$ cat config.mk
export PLATFORM = sky130hd
export DESIGN_NAME = lsu_mem
export DESIGN_NICKNAME = d
export VERILOG_FILES = /design/src/rtl/lsu_mem.sv
export SDC_FILE = /design/constraint.sdc
export NUM_CORES = 1
export LEC_CHECK = 0
export ABC_CLOCK_PERIOD_IN_PS = 6870
export CAP_MARGIN = 20
export CORE_MARGIN = 10
export CORE_UTILIZATION = 45
export CTS_CLUSTER_DIAMETER = 150
export DETAILED_ROUTE_END_ITERATION = 12
export GPL_ROUTABILITY_DRIVEN = 0
export GPL_TIMING_DRIVEN = 0
export PLACE_DENSITY = 0.85
export SLEW_MARGIN = 20
export SYNTH_ARGS = -nofsm -noshare
export SYNTH_HDL_FRONTEND = slang
export SYNTH_SLANG_ARGS = --single-unit
$ cat constraint.sdc
create_clock -name CLK -period 6.87 [get_ports CLK]
set_input_delay 0.687 -clock CLK [delete_from_list [all_inputs] [get_ports CLK]]
set_output_delay 0.687 -clock CLK [all_outputs]
set_load 0.02 [all_outputs]
$ cat src/rtl/lsu_mem.sv
// lsu_mem: load/store unit between the core and a word-wide synchronous RAM.
// Turns RV32I byte/halfword/word loads and stores into whole-word RAM
// accesses. Sub-word stores use read-modify-write, and loads are sign- or
// zero-extended. The core is stalled through `ready` while a two-cycle
// access is in flight.
//
// Ports:
//   CLK, RESET            clock, synchronous active-high reset
//   daddr, ddata_w        core byte address and right-aligned store data
//   MemRead, MemWrite     core load / store request (store wins if both)
//   funct3                access size/sign (RV32I encoding)
//   ddata_r, ready, err   extended load data, completion, error pulse
//   ram_address, ram_data RAM word address and write data
//   ram_wren, ram_rden    RAM write / read strobes
//   ram_q                 RAM read data, valid one cycle after ram_rden
module lsu_mem #(
  parameter int ADDR_BITS = 10
) (
  input  logic                 CLK,
  input  logic                 RESET,
  input  logic [31:0]          daddr,
  input  logic [31:0]          ddata_w,
  input  logic                 MemRead,
  input  logic                 MemWrite,
  input  logic [2:0]           funct3,
  output logic [31:0]          ddata_r,
  output logic                 ready,
  output logic                 err,
  output logic [ADDR_BITS-1:0] ram_address,
  output logic [31:0]          ram_data,
  output logic                 ram_wren,
  output logic                 ram_rden,
  input  logic [31:0]          ram_q
);

  typedef enum logic [1:0] {IDLE, LOAD_WAIT, RMW_MERGE} state_t;

  state_t               state, state_nxt;
  logic [ADDR_BITS-1:0] addr_p0;
  logic [1:0]           off_p0;
  logic [2:0]           f3_p0;
  logic [15:0]          wdata_p0;
  logic                 req, bad, accept;

  // Upper address bits wrap modulo the RAM size.
  logic unused_addr;
  assign unused_addr = ^daddr[31:ADDR_BITS+2];

  // Misaligned or illegal-encoding access.
  function automatic logic bad_access(input logic is_store, input logic [2:0] f3,
                                      input logic [1:0] off);
    logic b;
    case (f3)
      3'b000:  b = 1'b0;
      3'b001:  b = off[0];
      3'b010:  b = (off != 2'b00);
      3'b100:  b = is_store;
      3'b101:  b = is_store | off[0];
      default: b = 1'b1;
    endcase
    return b;
  endfunction

  // Lane select plus sign/zero extension of a loaded word.
  function automatic logic [31:0] load_extend(input logic [31:0] q, input logic [2:0] f3,
                                              input logic [1:0] off);
    logic [7:0]  b;
    logic [15:0] h;
    logic [31:0] v;
    b = q[{off, 3'b000} +: 8];
    h = q[{off[1], 4'b0000} +: 16];
    case (f3)
      3'b000:  v = {{24{b[7]}}, b};
      3'b001:  v = {{16{h[15]}}, h};
      3'b100:  v = {24'h000000, b};
      3'b101:  v = {16'h0000, h};
      default: v = q;
    endcase
    return v;
  endfunction

  // Replace the addressed byte or halfword of the old word.
  function automatic logic [31:0] merge_word(input logic [31:0] q, input logic [15:0] d,
                                             input logic [2:0] f3, input logic [1:0] off);
    logic [31:0] m;
    m = q;
    if (f3[1:0] == 2'b00)
      m[{off, 3'b000} +: 8] = d[7:0];
    else
      m[{off[1], 4'b0000} +: 16] = d;
    return m;
  endfunction

  assign req    = MemRead | MemWrite;
  assign bad    = bad_access(MemWrite, funct3, daddr[1:0]);
  assign accept = (state == IDLE) && (state_nxt != IDLE);

  // State register and request latches
  always_ff @(posedge CLK) begin
    if (RESET) begin
      state    <= IDLE;
      addr_p0  <= '0;
      off_p0   <= 2'b00;
      f3_p0    <= 3'b000;
      wdata_p0 <= 16'h0000;
    end else begin
      state <= state_nxt;
      if (accept) begin
        addr_p0 <= daddr[ADDR_BITS+1:2];
        off_p0  <= daddr[1:0];
        f3_p0   <= funct3;
        if (MemWrite)
          wdata_p0 <= ddata_w[15:0];
      end
    end
  end

  // Next-state logic
  always_comb begin
    state_nxt = state;
    case (state)
      IDLE: begin
        if (req && !bad) begin
          if (MemWrite)
            state_nxt = (funct3 == 3'b010) ? IDLE : RMW_MERGE;
          else
            state_nxt = LOAD_WAIT;
        end
      end
      LOAD_WAIT: state_nxt = IDLE;
      RMW_MERGE: state_nxt = IDLE;
      default:   state_nxt = IDLE;
    endcase
  end

  // Outputs: all combinational, forced to zero while RESET is high
  always_comb begin
    ddata_r     = 32'h0;
    ready       = 1'b0;
    err         = 1'b0;
    ram_address = '0;
    ram_data    = 32'h0;
    ram_wren    = 1'b0;
    ram_rden    = 1'b0;
    if (!RESET) begin
      case (state)
        IDLE: begin
          ram_address = daddr[ADDR_BITS+1:2];
          if (!req) begin
            ready = 1'b1;
          end else if (bad) begin
            ready = 1'b1;
            err   = 1'b1;
          end else if (MemWrite && funct3 == 3'b010) begin
            ram_wren = 1'b1;
            ram_data = ddata_w;
            ready    = 1'b1;
          end else begin
            ram_rden = 1'b1;
          end
        end
        LOAD_WAIT: begin
          ram_address = addr_p0;
          ddata_r     = load_extend(ram_q, f3_p0, off_p0);
          ready       = 1'b1;
        end
        RMW_MERGE: begin
          ram_address = addr_p0;
          ram_data    = merge_word(ram_q, wdata_p0, f3_p0, off_p0);
          ram_wren    = 1'b1;
          ready       = 1'b1;
        end
        default: ;
      endcase
    end
  end

endmodule

==> results of run 1 <==
[power by group]
group / total, mW / switching (mW) / internal [mW]
logic: 0.371 / 0.203 / 0.168
clock network: 0.142 / 0.0752 / 0.0667
registers: 0.223 / 0.0164 / 0.206
total: 0.735 / 0.294 / 0.441
[cell usage after synthesis (2+ instances only)]
cell and n:
o21ai_0 10, buf_1 3, nor2b_1 17, inv_1 29, nor3_1 8, ha_1 9, nand2_1 18, buf_2 5
dfxtp_1 33, buf_6 2, o21bai_1 2, o21ba_2 2, or2_1 2, nand2b_1 66, a22oi_1 42, clkbuf_1 32
or2b_1 2, a21oi_1 35, nor2_1 58, o22ai_1 8, a221oi_1 8, mux2i_1 48, a311oi_1 16, a22o_1 16
[per-layer routing]
| metal | up-vias | part of all wire (%) | GRT usage (%) |
|---|---|---|---|
| met2 | 287 | 48 | 41.2 |
| met1 | 2148 | 38 | 26.1 |
| met4 | 0 | 3.6 | 9.46 |
| li1 | 2116 | - | - |
| met5 | - | 0 | 0 |
| met3 | 57 | 10 | 6.76 |
[kinds of logic after synthesis]
group | synth area share [%]
AOI/OAI and AO/OA | 30.7
DFF | 17.9
buffers and inverters | 8.52
muxes | 13.9
and+or+nand+nor | 25.9
adders and majority gates | 3.04
[critical path, cell delays in order]
cell and delay (ns):
clkdlybuf4s50_1 0.55, nor4_2 0.45, or2_1 0.22, and3_1 0.17, clkbuf_1 0.28, buf_2 0.32
a22oi_1 0.13, nor2_1 0.14, clkdlybuf4s50_1 0.64
[worst min path at each step]
stage               slack (ns)         end  depth (start not counted)        from
detailed placement        0.47  addr_p0[5]                          2  addr_p0[5]
finish                    0.48  addr_p0[1]                          2  addr_p0[1]
floorplan                 0.45  addr_p0[7]                          2  addr_p0[7]
CTS                       0.48  addr_p0[5]                          2  addr_p0[5]
global placement          0.46  addr_p0[5]                          2  addr_p0[5]
global route              0.50  addr_p0[5]                          2  addr_p0[5]
[per-stage QoR]
step	instances	hold slack [ns]	worst slack [ns]
6_report	768	0.481	2.59
5_1_grt	768	0.503	2.41
4_1_cts	768	0.480	2.63
3_5_place_dp	762	0.469	2.63
3_3_place_gp	762	0.462	2.67
2_1_floorplan	497	0.452	3.86
[placed cells by master (no fill, tap or decap), types with 18 or more instances in the layout]
master	count
clkdlybuf4s50_1	160
nand2b_1	66
nor2_1	58
mux2i_1	48
a22oi_1	42
a21oi_1	35
dfxtp_1	33
clkbuf_1	32
inv_1	29
nand2_1	18
[state kept, by name, summed over array words and instances, names as in the netlist]
| name | cells |
|---|---|
| off_p0 | 2 |
| state | 2 |
| wdata_p0 | 16 |
| addr_p0 | 10 |
| f3_p0 | 3 |
[layout make-up]
type	instances	area [um2]
Multi-Input combinational cell	390	2720
Fill cell	696	2590
Timing Repair Buffer	160	1600
Sequential cell	33	661
Buffer	45	206
Tap cell	105	131
Inverter	29	109
Clock buffer	5	68.8
Clock inverter	1	5.00
==> out/qor.yml, run 1 <==
synth_edf_count: 0
rsz0062_at_grt: "no"
grt_pass1_wl_um: 24300
htreeDepth: 2
clock_latency_ns: 0.29
vdd_drop_max_v: 0.000128
synthDistinctLibCells: 50
ant_nets: 0
syn_nets: 609
cts_setup_buffers: 0
wl_per_cell_um: 20.4
worst_slew_pin_slew_ns: 0.771
pin_count: 181
synth_area_mm2: 0.00370
antenna_cells: 0
status: "complete, no violations"
slew_violations: 0
synth_top_cell_area_share_pct: 17.9
drt_iter0_drc: 418
overflow: 0
ctsHoldBuffers: 0
fp.dieW_um: 111
reg2reg_slack_ns: 5.17
fin_tns_setup_ns: 0
power_density_mw_per_mm2: 134
synth_cells: 497
clock_skew_ns: 0.00731
via_count: 4608
cp.arrival_ns: 3.59
dr.pass1.iters: 6
drc: 0
yosysTopAreaCell: "dfxtp_1"
syn_avg_cell_area_um2: 7.44
p_leak_nw: 2.16
cts_buffer_depth: 2
ctsResizeCount: 0
setup_viol: 0
cp-startpoint: "funct3[0]"
final_layout_size_suffix_gt1_share_pct: 4.83
fin_crit_ns: 4.28
start_kind: "input pin"
worstSetupEndpoint: "ram_data[15]"
cp-end-kind: "primary output"
dpl-instance-area_mm2: 0.00543
die-height_um: 111
yosys-top-cells-area: "dfxtp_1, mux2i_1, nand2b_1"
grt_pass1_vias: 4520
grt_use_total_pct: 23.6
max_cap_viol_count: 0
finalCritPeriodShare_pct: 62.3
r2r-end: "wdata_p0[11]"
cp_max_fo: 10
antenna_found_initial: 0
async_flop_share_pct: 0
seq_area_frac_synth_pct: 17.9
cts_sinks: 33
fmax_mhz: 234
fin_nets: 776
via_per_inst: 6.00
cts_root_buffer: "clkbuf_8"
min_path_type: "reg2reg"
dpl.hpwl_um: 12700
r2r_cells: 5
numPortBuffers: 160
p_total_uw: 735
core_mm2: 0.00809
postRouteWirelength_um: 15600
num_rows: 33
yosysWarnings: 0
synthToLayoutAreaGrowth_pct: 48.8
r2r_start: "state[0]"
utilization_pct: 68.0
worstSetupPathType: "in2out"
cp.required_ns: 6.18
floorplan.initialDensity_pct: 45.7
slew_headroom_pct: 48.1
grt_max_degree: 11
tritoncts: "built"
cts_buffers: 5
final-hold-violation-count: 0
synth-seq-cells: 33
postLayoutCellArea_mm2: 0.00551
clk_pin_slew_ns: 0.06
synth_ff_type: "dfxtp_1"
die-area_mm2: 0.0122
Note: power is estimated with default switching activity, not from simulation.
==> run 2: changes to the inputs <==
Settings changed: ABC_CLOCK_PERIOD_IN_PS 6870 to 4300, CORE_UTILIZATION 45 to 42, PLACE_DENSITY 0.85 to 0.8.
Clock period 6.87 ns to 4.3 ns, I/O delays scaled along.
==> run 2 against run 1 <==
Clock power increased to 2.5 times the previous value; hold slack improved by 0.0033 ns; worst setup slack got worse by 2.3 ns; sequential power increased by 60%; largest cell class unchanged.
==> out/qor.yml, run 2 (synthesized netlist as in run 1, its figures left out) <==
slew_headroom_pct: 50.0
fin_crit_ns: 4.03
status: "complete, no violations"
cp.required_ns: 3.87
grt_pass1_wl_um: 24700
ctsResizeCount: 0
cp.arrival_ns: 3.60
p_leak_nw: 2.19
top_register: "wdata_p0"
cts_root_buffer: "clkbuf_8"
core_mm2: 0.00864
ctsHoldBuffers: 0
grt_use_total_pct: 23.3
worstSetupEndpoint: "ram_data[23]"
r2r-end: "wdata_p0[6]"
crit_path_top_delay_cell: "clkdlybuf4s50_1"
start_kind: "register"
via_per_inst: 5.86
overflow: 0
cp_max_fo: 10
rsz0062_at_grt: "no"
min_path_type: "reg2reg"
die-height_um: 114
clk_pin_slew_ns: 0.07
utilization_pct: 64.5
final_layout_size_suffix_gt1_share_pct: 5.11
tritoncts: "built"
vdd_drop_max_v: 0.000193
clock_latency_ns: 0.29
grt_pass1_vias: 4636
synthToLayoutAreaGrowth_pct: 50.6
cp_cell_sequence: "buf_1, inv_1, ha_1, nand2_1, o41ai_2, a22o_1, a22oi_1, nor2_1, clkdlybuf4s50_1"
antenna_cells: 0
reg2reg_slack_ns: 2.60
worstSetupPathType: "reg2out"
max_cap_viol_count: 0
worst_slew_pin_slew_ns: 0.741
setup_viol: 0
dr.pass1.iters: 7
cts_buffers: 5
numPortBuffers: 160
power_density_mw_per_mm2: 235
cts_sinks: 33
cp-end-kind: "primary output"
antenna_found_initial: 0
r2r_start: "state[0]"
layout_commonest_cell: "clkdlybuf4s50_1"
final-hold-violation-count: 0
r2r_cells: 5
cpPeakStageDelay_ns: 0.64
drc: 0
pin_count: 181
num_rows: 34
grt_max_degree: 12
drt_iter0_drc: 340
htreeDepth: 2
layout_common_cells: "clkdlybuf4s50_1, nand2b_1, nor2_1"
slew_violations: 0
wl_per_cell_um: 20.5
top_regs: "wdata_p0 x16, addr_p0 x10, f3_p0 x3"
fmax_mhz: 248
floorplan.initialDensity_pct: 42.8
worstHoldStart: "addr_p0[9]"
fin_tns_setup_ns: 0
cts_setup_buffers: 0
largest_reg_flops: 16
ant_nets: 0
cp-startpoint: "off_p0[1]"
dpl.hpwl_um: 12800
cts_buffer_depth: 2
fin_nets: 776
via_count: 4526
finalCritPeriodShare_pct: 93.7
die-area_mm2: 0.0130
fp.dieW_um: 114
clock_skew_ns: 0.00609
postRouteWirelength_um: 15800
[run 2: how the worst min path moves through the flow]
stage	end	slack, ns	cells past startpoint
floorplan	addr_p0[7]	0.45	2
global placement	addr_p0[3]	0.46	2
detailed placement	addr_p0[9]	0.47	2
CTS	addr_p0[9]	0.49	2
global route	addr_p0[6]	0.51	2
finish	addr_p0[9]	0.48	2
[run 2: critical path: cells and delay by family (launching register included)]
kind                     cells  cell delay, ns
buffers and inverters        3            1.28
AO/OA/AOI/OAI                3            0.94
flip-flops                   1            0.44
adder cells (fa/ha/maj)      1            0.41
AND/OR/NAND/NOR              2            0.24
[run 2: metal layers]
metal,global-route usage (%),wire [um],vias up
met2,40.8,7630,269
met3,5.30,1550,48
met5,0,0,-
met4,10.2,593,0
li1,-,-,2111
met1,26.3,6050,2098
[run 2: area by class of cell]
class | instances | area, um2
Fill cell | 768 | 3070
Multi-Input combinational cell | 390 | 2720
Timing Repair Buffer | 160 | 1600
Sequential cell | 33 | 661
Buffer | 45 | 206
Tap cell | 108 | 135
Inverter | 29 | 109
Clock buffer | 5 | 68.8
Clock inverter | 3 | 65.1
[run 2: power breakdown]
group          switching, mW  total [mW]  internal [mW]
Sequential            0.0268       0.357          0.330
Combinational          0.326       0.595          0.268
Clock                  0.124       0.355          0.230
[run 2: through the flow]
| stage | cell area (um2) | instances | hold WS, ns | worst slack, ns | power [mW] |
|---|---|---|---|---|---|
| final | 5570 | 773 | 0.484 | 0.270 | 1.31 |
| after global routing | 5570 | 773 | 0.509 | 0.105 | 1.37 |
| after CTS | 5570 | 773 | 0.487 | 0.331 | 1.30 |
| after detailed placement | 5440 | 765 | 0.474 | 0.640 | 0.945 |
| after global placement | 5440 | 765 | 0.462 | 0.621 | 0.931 |
| after floorplan | 3700 | 497 | 0.452 | 1.55 | 0.704 |
